## config.mk

```make
export PLATFORM = sky130hd
export DESIGN_NAME = mem_stage_hs_flat
export DESIGN_NICKNAME = d
export VERILOG_FILES = /design/src/rtl/mem_stage_hs_if.sv /design/src/rtl/mem_stage_hs.sv /design/src/flat_wrapper.sv
export SDC_FILE = /design/constraint.sdc
export NUM_CORES = 1
export LEC_CHECK = 0
export CORE_AREA = 8 8 153 155
export DETAILED_ROUTE_END_ITERATION = 8
export DIE_AREA = 0 0 161 163
export GPL_TIMING_DRIVEN = 0
export HOLD_SLACK_MARGIN = 0.12
export PLACE_DENSITY = 0.86
export SYNTH_ARGS = -nofsm -noshare
export SYNTH_HDL_FRONTEND = slang
export SYNTH_SLANG_ARGS = --single-unit
export TNS_END_PERCENT = 100
```

## constraint.sdc

```tcl
create_clock -name clk -period 9.15 [get_ports clk]
set_input_delay 1.3725 -clock clk [delete_from_list [all_inputs] [get_ports clk]]
set_output_delay 1.3725 -clock clk [all_outputs]
set_load 0.02 [all_outputs]
```

## src/rtl/mem_stage_hs_if.sv

```systemverilog
// mem_stage_hs_if: data-memory request/grant/response bus.
// master = MEM stage, slave = memory.
interface mem_stage_hs_if #(
    parameter int ADDR_W = 32
);
    logic              mem_req;
    logic              mem_we;
    logic [ADDR_W-1:0] mem_addr;
    logic [3:0]        mem_byteen;
    logic [31:0]       mem_wdata;
    logic              mem_gnt;
    logic              mem_rvalid;
    logic [31:0]       mem_rdata;

    modport master (
        output mem_req, mem_we, mem_addr, mem_byteen, mem_wdata,
        input  mem_gnt, mem_rvalid, mem_rdata
    );

    modport slave (
        input  mem_req, mem_we, mem_addr, mem_byteen, mem_wdata,
        output mem_gnt, mem_rvalid, mem_rdata
    );
endinterface

```

## src/rtl/mem_stage_hs.sv

```systemverilog
// mem_stage_hs: MIPS MEM stage, req/gnt/rvalid memory, load extend, watchdog.
// Optional MEM_ALIGN_CHK_EN traps misaligned lw/sw/lh/lhu/sh with mem_err.
module mem_stage_hs #(
    parameter int          ADDR_W    = 32,
    parameter logic [31:0] WB_RST_PC = 32'h0000_3000,
    parameter int          MAX_WAIT  = 255
) (
    input  logic           clk,
    input  logic           rst,
    input  logic           m_valid,
    input  logic [31:0]    m_pc,
    input  logic [31:0]    m_instr,
    input  logic [31:0]    m_addr,
    input  logic [31:0]    m_wdata,
    input  logic           flush,
    mem_stage_hs_if.master mem,
    output logic           stall,
    output logic           fwd_valid,
    output logic           fwd_pend,
    output logic [4:0]     fwd_addr,
    output logic [31:0]    fwd_data,
    output logic           wb_valid,
    output logic [31:0]    wb_pc,
    output logic [31:0]    wb_instr,
    output logic [31:0]    wb_mem_data,
    output logic [31:0]    wb_alu_data,
    output logic           mem_err
);
    localparam int CW = 17;

    typedef enum logic [1:0] {IDLE, WAIT_RSP, DRAIN} st_t;

    st_t           state_q, state_d;
    logic [CW-1:0] cnt_q, cnt_d, cnt_inc;

    logic        wb_valid_q;
    logic [31:0] wb_pc_q, wb_instr_q, wb_mem_q, wb_alu_q;

    logic [5:0] op, fn;
    logic [4:0] rs, rt, rd;
    assign op = m_instr[31:26];
    assign fn = m_instr[5:0];
    assign rs = m_instr[25:21];
    assign rt = m_instr[20:16];
    assign rd = m_instr[15:11];

    logic is_lb, is_lh, is_lw, is_lbu, is_lhu;
    logic is_sb, is_sh, is_sw;
    logic is_load, is_store, op_mem;
    logic alu_rd, alu_rt, is_jal;

    assign is_lb  = op == 6'h20;
    assign is_lh  = op == 6'h21;
    assign is_lw  = op == 6'h23;
    assign is_lbu = op == 6'h24;
    assign is_lhu = op == 6'h25;
    assign is_sb  = op == 6'h28;
    assign is_sh  = op == 6'h29;
    assign is_sw  = op == 6'h2B;

    assign is_load  = is_lb | is_lh | is_lw | is_lbu | is_lhu;
    assign is_store = is_sb | is_sh | is_sw;
    assign op_mem   = is_load | is_store;

    assign alu_rd = (op == 6'h00) &
                    ((fn == 6'h20) | (fn == 6'h22) |
                     (fn == 6'h24) | (fn == 6'h25) |
                     (fn == 6'h2A) | (fn == 6'h2B) |
                     (fn == 6'h10) | (fn == 6'h12));
    assign alu_rt = (op == 6'h08) | (op == 6'h0C) |
                    (op == 6'h0D) | (op == 6'h0F) |
                    ((op == 6'h10) & (rs == 5'd0));
    assign is_jal = op == 6'h03;

    logic misal;
`ifdef MEM_ALIGN_CHK_EN
    assign misal = ((is_lw | is_sw) & (m_addr[1:0] != 2'b00)) |
                   ((is_lh | is_lhu | is_sh) & m_addr[0]);
`else
    assign misal = 1'b0;
`endif

    logic active, issue, tmo, drain_tmo;
    assign active    = m_valid & ~flush;
    assign issue     = (state_q == IDLE) & active & op_mem & ~misal;
    assign cnt_inc   = cnt_q + CW'(1);
    assign tmo       = cnt_inc == CW'(MAX_WAIT);
    assign drain_tmo = cnt_inc >= CW'(MAX_WAIT);

    logic [7:0]  ld_b;
    logic [15:0] ld_h;
    logic [31:0] ld_ext;

    always_comb begin
        ld_b = mem.mem_rdata[7:0];
        unique case (m_addr[1:0])
            2'd0: ld_b = mem.mem_rdata[7:0];
            2'd1: ld_b = mem.mem_rdata[15:8];
            2'd2: ld_b = mem.mem_rdata[23:16];
            2'd3: ld_b = mem.mem_rdata[31:24];
            default: ld_b = mem.mem_rdata[7:0];
        endcase
        ld_h   = m_addr[1] ? mem.mem_rdata[31:16] : mem.mem_rdata[15:0];
        ld_ext = '0;
        unique case (1'b1)
            is_lw:   ld_ext = mem.mem_rdata;
            is_lh:   ld_ext = {{16{ld_h[15]}}, ld_h};
            is_lhu:  ld_ext = {16'h0, ld_h};
            is_lb:   ld_ext = {{24{ld_b[7]}}, ld_b};
            is_lbu:  ld_ext = {24'h0, ld_b};
            default: ld_ext = '0;
        endcase
    end

    logic [3:0]  be;
    logic [31:0] wd;

    always_comb begin
        be = 4'b0000;
        wd = '0;
        unique case (1'b1)
            is_sw: begin
                be = 4'b1111;
                wd = m_wdata;
            end
            is_sh: begin
                be = m_addr[1] ? 4'b1100 : 4'b0011;
                wd = {2{m_wdata[15:0]}};
            end
            is_sb: begin
                be = 4'b0001 << m_addr[1:0];
                wd = {4{m_wdata[7:0]}};
            end
            default: ;
        endcase
    end

    logic        f_valid, f_pend;
    logic [4:0]  f_addr;
    logic [31:0] f_data;

    always_comb begin
        f_valid = 1'b0;
        f_pend  = 1'b0;
        f_addr  = 5'd0;
        f_data  = '0;
        unique case (1'b1)
            alu_rd: begin
                f_valid = m_valid;
                f_data  = m_addr;
                f_addr  = rd;
            end
            alu_rt: begin
                f_valid = m_valid;
                f_data  = m_addr;
                f_addr  = rt;
            end
            is_jal: begin
                f_valid = m_valid;
                f_data  = m_addr;
                f_addr  = 5'd31;
            end
            is_load: begin
                f_pend = m_valid;
                f_addr = rt;
            end
            default: ;
        endcase
    end

    always_ff @(posedge clk or negedge rst) begin
        if (!rst) begin
            state_q <= IDLE;
            cnt_q   <= '0;
        end else begin
            state_q <= state_d;
            cnt_q   <= cnt_d;
        end
    end

    always_comb begin
        state_d = state_q;
        cnt_d   = '0;
        unique case (state_q)
            IDLE: begin
                if (issue & is_load & mem.mem_gnt)
                    state_d = WAIT_RSP;
            end
            WAIT_RSP: begin
                cnt_d = cnt_inc;
                if (flush) begin
                    state_d = DRAIN;
                end else if (mem.mem_rvalid | tmo) begin
                    state_d = IDLE;
                    cnt_d   = '0;
                end
            end
            DRAIN: begin
                cnt_d = cnt_inc;
                if (mem.mem_rvalid | drain_tmo) begin
                    state_d = IDLE;
                    cnt_d   = '0;
                end
            end
            default: state_d = IDLE;
        endcase
    end

    logic        complete, err;
    logic [31:0] mdat_d;

    always_comb begin
        complete = 1'b0;
        err      = 1'b0;
        mdat_d   = '0;
        unique case (state_q)
            IDLE: begin
                complete = active &
                           (~op_mem | misal | (is_store & mem.mem_gnt));
                err      = active & op_mem & misal;
            end
            WAIT_RSP: begin
                complete = active & (mem.mem_rvalid | tmo);
                err      = active & ~mem.mem_rvalid & tmo;
                mdat_d   = mem.mem_rvalid ? ld_ext : '0;
            end
            default: ;
        endcase
    end

    // Every combinational output is forced low while reset is held.
    logic req_on;
    assign req_on = rst & issue;

    assign mem.mem_req    = req_on;
    assign mem.mem_we     = req_on & is_store;
    assign mem.mem_addr   = req_on ? {m_addr[ADDR_W-1:2], 2'b00} : '0;
    assign mem.mem_byteen = req_on ? be : 4'b0000;
    assign mem.mem_wdata  = (req_on & is_store) ? wd : '0;

    assign stall = rst & ((m_valid & ~flush & ~complete) |
                          (state_q == DRAIN));
    assign fwd_valid = rst & f_valid;
    assign fwd_pend  = rst & f_pend;
    assign fwd_addr  = rst ? f_addr : 5'd0;
    assign fwd_data  = rst ? f_data : '0;
    assign mem_err   = rst & err;

    always_ff @(posedge clk or negedge rst) begin
        if (!rst) begin
            wb_valid_q <= 1'b0;
            wb_pc_q    <= WB_RST_PC;
            wb_instr_q <= '0;
            wb_mem_q   <= '0;
            wb_alu_q   <= '0;
        end else begin
            wb_valid_q <= complete;
            if (complete) begin
                wb_pc_q    <= m_pc;
                wb_instr_q <= m_instr;
                wb_mem_q   <= mdat_d;
                wb_alu_q   <= m_addr;
            end
        end
    end

    assign wb_valid    = wb_valid_q;
    assign wb_pc       = wb_pc_q;
    assign wb_instr    = wb_instr_q;
    assign wb_mem_data = wb_mem_q;
    assign wb_alu_data = wb_alu_q;
endmodule

```

## src/flat_wrapper.sv

```systemverilog
// flat-port wrapper written by rule: the top's interface ports become plain ports
module mem_stage_hs_flat 
#(
    parameter int          ADDR_W    = 32,
    parameter logic [31:0] WB_RST_PC = 32'h0000_3000,
    parameter int          MAX_WAIT  = 255
)
  (clk, rst, m_valid, m_pc, m_instr, m_addr, m_wdata, flush, stall, fwd_valid, fwd_pend, fwd_addr, fwd_data, wb_valid, wb_pc, wb_instr, wb_mem_data, wb_alu_data, mem_err, mem_mem_req, mem_mem_we, mem_mem_addr, mem_mem_byteen, mem_mem_wdata, mem_mem_gnt, mem_mem_rvalid, mem_mem_rdata);
  mem_stage_hs_if #(.ADDR_W(ADDR_W)) mem_i ();
  input  logic clk;
  input  logic rst;
  input  logic m_valid;
  input  logic [31:0] m_pc;
  input  logic [31:0] m_instr;
  input  logic [31:0] m_addr;
  input  logic [31:0] m_wdata;
  input  logic flush;
  output logic stall;
  output logic fwd_valid;
  output logic fwd_pend;
  output logic [4:0] fwd_addr;
  output logic [31:0] fwd_data;
  output logic wb_valid;
  output logic [31:0] wb_pc;
  output logic [31:0] wb_instr;
  output logic [31:0] wb_mem_data;
  output logic [31:0] wb_alu_data;
  output logic mem_err;
  output wire logic [$bits(mem_i.mem_req)-1:0] mem_mem_req;
  output wire logic [$bits(mem_i.mem_we)-1:0] mem_mem_we;
  output wire logic [$bits(mem_i.mem_addr)-1:0] mem_mem_addr;
  output wire logic [$bits(mem_i.mem_byteen)-1:0] mem_mem_byteen;
  output wire logic [$bits(mem_i.mem_wdata)-1:0] mem_mem_wdata;
  input wire logic [$bits(mem_i.mem_gnt)-1:0] mem_mem_gnt;
  input wire logic [$bits(mem_i.mem_rvalid)-1:0] mem_mem_rvalid;
  input wire logic [$bits(mem_i.mem_rdata)-1:0] mem_mem_rdata;
  assign mem_mem_req = mem_i.mem_req;
  assign mem_mem_we = mem_i.mem_we;
  assign mem_mem_addr = mem_i.mem_addr;
  assign mem_mem_byteen = mem_i.mem_byteen;
  assign mem_mem_wdata = mem_i.mem_wdata;
  assign mem_i.mem_gnt = mem_mem_gnt;
  assign mem_i.mem_rvalid = mem_mem_rvalid;
  assign mem_i.mem_rdata = mem_mem_rdata;
  mem_stage_hs #(.ADDR_W(ADDR_W), .WB_RST_PC(WB_RST_PC), .MAX_WAIT(MAX_WAIT)) u_core (.clk(clk), .rst(rst), .m_valid(m_valid), .m_pc(m_pc), .m_instr(m_instr), .m_addr(m_addr), .m_wdata(m_wdata), .flush(flush), .mem(mem_i), .stall(stall), .fwd_valid(fwd_valid), .fwd_pend(fwd_pend), .fwd_addr(fwd_addr), .fwd_data(fwd_data), .wb_valid(wb_valid), .wb_pc(wb_pc), .wb_instr(wb_instr), .wb_mem_data(wb_mem_data), .wb_alu_data(wb_alu_data), .mem_err(mem_err));
endmodule
```

## Word level (Yosys, flattened, before mapping)

Cells that the tools add are included.

| word-level totals | value |
|---|---|
| bits in registers | 148 |
| bits of input ports | 166 |
| output and inout port bits | 240 |
| logic and storage cells | 121 |

| operators by class | value |
|---|---|
| add/sub/neg operators | 1 |
| order comparisons | 1 |
| equality and inequality tests | 31 |
| shift-type cells | 1 |
| mux-type cells | 28 |
| bitwise operators | 45 |
| reductions and logical operators | 7 |

Operators by type and width:

| cell | count |
|---|---|
| $mux 32 | 6 |
| $pmux 32 s5 | 1 |
| $pmux 32 s3 | 1 |
| $eq 6x6->1 const B | 14 |
| $mux 17 | 3 |
| $pmux 17 s2 | 1 |
| $pmux 8 s4 | 1 |
| $eq 6x4->1 const B | 4 |
| $or 1x1->1 | 22 |
| $and 1x1->1 | 19 |
| $eq 6x5->1 const B | 3 |
| $add 17x1->17 const B | 1 |
| $eq 17x8->1 const B | 1 |
| $ge 17x8->1 const B | 1 |
| $mux 16 | 1 |
| $pmux 5 s3 | 1 |
| $pmux 4 s3 | 1 |
| $mux 2 | 4 |
| $mux 4 | 2 |
| $eq 2x2->1 const B | 3 |
| $eq 6x2->1 const B | 1 |
| $logic_not 6->1 | 1 |
| $pmux 2 s3 | 1 |
| $logic_not 5->1 | 1 |
| 13 further kinds | 20 |

## Logic depth before layout (Yosys ltp)

| logic depth | value |
|---|---|
| word-level depth | 14 |
| mapped depth | 12 |

## Worst setup path after synthesis

OpenSTA, ideal clock, no wires.

| path | value |
|---|---|
| path type | in2out |
| start | input m_instr[28] |
| end | output fwd_data[10] |
| data arrival time | 3.388 ns |
| required time | 7.777 ns |
| path slack | 4.390 ns |
| stages on the path | 6 |
| path buffers | 2 |
| path through | clkbuf_1 or4_1 nor4bb_1 o31a_1 clkbuf_1 and2_1 |

| on the way | value |
|---|---|
| cells in the longest elaborated chain, start to end | 8 |
| elaborated cells between the ends (all ways) | 16 |

RTL lines:

| item | line | text |
|---|---|---|
| start, declared | flat_wrapper.sv:14 | `input logic [31:0] m_instr;` |
| $eq 6x4->1 | mem_stage_hs.sv:70 | `assign alu_rt = (op == 6'h08) \| (op == 6'h0C) \|` |
| $or 1x1->1 (2 in series) | mem_stage_hs.sv:70 |  |
| $or 1x1->1 (2 in series) | mem_stage_hs.sv:71 | `(op == 6'h0D) \| (op == 6'h0F) \|` |
| $reduce_or 3->1 (no line) * | n/a |  |
| $mux 32 * | mem_stage_hs.sv:147 | `unique case (1'b1)` |
| $mux 32 * | mem_stage_hs.sv:246 | `assign fwd_data = rst ? f_data : '0;` |
| end, declared | flat_wrapper.sv:22 | `output logic [31:0] fwd_data;` |

Every way passes the cells marked *; elsewhere a longest branch is shown, timed or not.

## Final worst setup path

| path | value |
|---|---|
| start | input m_instr[26] |
| end | output fwd_data[27] |

Same word-level chain as after synthesis.

==> metrics.cfg <==
[status]
status = finished clean

[clocking]
cts_resized = 0
cts_tree = yes
cts_htree_levels = 4
cts.sinks = 148
cts_hold_buf = 0
cts_buffer_depth = 2
post_cts_buffers = 0
numCtsBuffers = 17
clk_pin_slew_ps = 70
cts_root_buffer = clkbuf_16
clock_latency_ps = 420

[synth]
synth-xor-area-share_pct = 1.63
muxShareOfSynthArea_pct = 18.2
synth_cells = 727
async_flop_share_pct = 100
synth_top_family_by_area = multiplexers
yosysSeqAreaShare_pct = 46.0
synth_cell_types = 66
ys_seq_elements = 148
syn_area_um2 = 8060
syn-mean-instance-area_um2 = 11.1
yosysWarnings = 0
synth-simple-area-share_pct = 17.1
synth_flop_cell = dfrtp_1
synth_compound_area_share_pct = 12.1
synth_adder_area_share_pct = 0.776
synth_edf_count = 0

[worst_hold_path]
hold_path.startpoint = u_core.wb_instr[9]
hp-class = register to register
min_to = u_core.wb_instr[9]
holdPathStages = 1

[setup_path]
cp_slowest_stage_delay_ps = 1150
crit_chain = clkbuf_1, nor2_1, nor4bb_1, o31a_1, clkbuf_1, and2_1, clkdlybuf4s50_1
slowest_stage = nor4bb_1
timing.rr.end = u_core.wb_instr[7]
path_class = primary input to output port
setup.worst_path.start_class = primary input
worstPathArrival_ps = 5390
required_ps = 7780
ff2ff_path_depth = 11
crit_fanout = 10
ff2ff_setup_slack_ps = 5510
end_kind = output port
reg2reg_from = u_core.cnt_q[0]
crit_path_frequent_cell = clkbuf_1

[pwr]
totalPowerFinal_w = 0.00314
leakagePower_nw = 5.31
ir_drop_uv = 179
power_density_nw_per_um2 = 240

[timing]
skew_ps = 16.7
final_hold_viol_count = 0
maxSlewHeadroom_pct = 14.7
hold-worst-slack_ps = 495
slew_viol_final = 0
rsz0062_at_grt = false
finalCriticalPeriod_ps = 6760
max_clock_freq_ghz = 0.148
finalCritPeriodShare_pct = 73.9
finalSetupViolCount = 0
worst_pin_slew_ps = 1260

[drt]
drtIter0Drc = 638
via_per_inst = 5.37
avgRoutedWirePerCell_um = 22.2
wl_um = 31900
vias = 7712
drc_errors = 0
antenna_left = 0
dr.pass1.iters = 7

[job]
cap_viol_max_count = 0

[place]
dp.cells = 1403
portBuffers = 399
place_area_um2 = 12400
dp_hpwl_um = 25200
place.gp.congestion = 0.955

[die]
coreArea_um2 = 20800
die_h_um = 163
num_io_pins = 406
dieArea_um2 = 26200
start_util_pct = 38.7
rows = 53
die_w_um = 161

[grt]
grt_max_degree = 92
grt_pass1_wl_um = 48500
antenna_found_initial = 0
first_global_vias = 8158
overflow = 0
grt_usage_pct = 23.8

[cells_and_area]
diodes = 0
fillers = 1680
syn2layout_area_growth_pct = 61.9
fin_area_um2 = 13100
drive_gt1_share_pct = 15.5
nNetsFinal = 1318
layout.cells.non_filler = 1435

==> Yosys cell counts (all sizes together), types with 8 or more instances <==
cell type / count / area share, %
a21oi: 48 / 3.0
nand2: 27 / 1.3
o2bb2ai: 15 / 1.6
mux2: 99 / 16
nand4: 8 / 0.81
nor4: 22 / 1.7
nand3: 12 / 0.74
nor3: 11 / 0.88
a22oi: 9 / 0.84
buf: 22 / 2.0
nor2: 51 / 2.4
nand2b: 15 / 1.2
a221oi: 15 / 1.7
a31o: 16 / 1.7
xor2: 9 / 0.98
inv: 11 / 0.51
clkbuf: 32 / 1.5
and2: 74 / 5.7
dfrtp: 146 / 45
==> critical path: cells and delay by family <==
kind                   cells  cell delay (ps)
AOI/OAI and AO/OA          1              450
buffers and inverters      3             1340
and+or+nand+nor            3             2230
==> worst max path at each step <==
stage,start,endpoint,slack [ps],cells past startpoint
CTS,m_instr[29],fwd_data[27],2430,7
global placement,rst,mem_mem_addr[20],-1790,6
detailed placement,m_instr[29],fwd_data[27],2450,7
finish,m_instr[26],fwd_data[27],2390,7
global route,m_instr[29],fwd_data[27],2220,7
floorplan,m_instr[28],fwd_data[10],4390,6
==> flip-flops by register name, indices dropped and copies added (netlist names) <==
register,count
u_core.state_q,2
u_core.wb_instr,32
u_core.wb_alu_data,32
u_core.wb_pc,32
u_core.cnt_q,17
u_core.wb_valid,1
u_core.wb_mem_data,32
==> cells in the final DEF, fill, tap and decap left out, drive strengths merged, types with 9 or more instances in the layout <==
master / netlist / routed
a21oi: 48 / 48
a221oi: 15 / 15
a22oi: 9 / 9
a31o: 16 / 16
and2: 74 / 74
buf: 22 / 24
clkbuf: 32 / 50
clkdlybuf4s50: 0 / 398
dfrtp: 146 / 146
inv: 11 / 20
mux2: 99 / 99
nand2: 27 / 27
nand2b: 15 / 15
nand3: 12 / 12
nor2: 51 / 51
nor3: 11 / 11
nor4: 22 / 22
o2bb2ai: 15 / 15
xor2: 9 / 9
==> layer usage <==
metal  vias to the layer above  part of all wire (%)  global-route usage (%)  wire [um]
met5                         -                     0                       0          0
met4                         0                   2.5                    7.70        783
met3                        56                   9.1                    8.44       2910
met2                       380                    50                    41.0      16000
met1                      3787                    38                    27.1      12100
li1                       3489                     -                       -          -
==> cell type report <==
class | count | area, um^2 | area share, %
Inverter | 12 | 45.0 | 0.345
Multi-Input combinational cell | 514 | 4030 | 30.9
Buffer | 54 | 285 | 2.19
Clock buffer | 18 | 439 | 3.36
Clock inverter | 14 | 181 | 1.39
Sequential cell | 148 | 3710 | 28.4
Timing Repair Buffer | 400 | 4020 | 30.8
Tap cell | 275 | 344 | 2.64
==> kinds of logic after synthesis <==
logic type / after synthesis
adders and majority gates: 5
buffers and inverters: 66
xor gates and xnor gates: 15
DFF: 148
AOI/OAI and AO/OA: 136
and+or+nand+nor: 247
other: 1
muxes: 109
==> metrics by stage <==
step	setup WS, ps	utilization (%)	TNS [ps]
3_3_place_gp	-1790	59.6	-155980
2_1_floorplan	4390	-	0
3_5_place_dp	2450	59.7	0
4_1_cts	2430	62.7	0
5_1_grt	2220	62.7	0
6_report	2390	62.7	0
==> report_power, final <==
| part | leakage [nW] | switching, W | internal, W |
|---|---|---|---|
| sequential | 1.84 | 0.000124 | 0.000881 |
| clock | 0.303 | 0.000317 | 0.000424 |
| combinational | 3.16 | 0.000654 | 0.000739 |
Power figures use the tool's default switching activity.
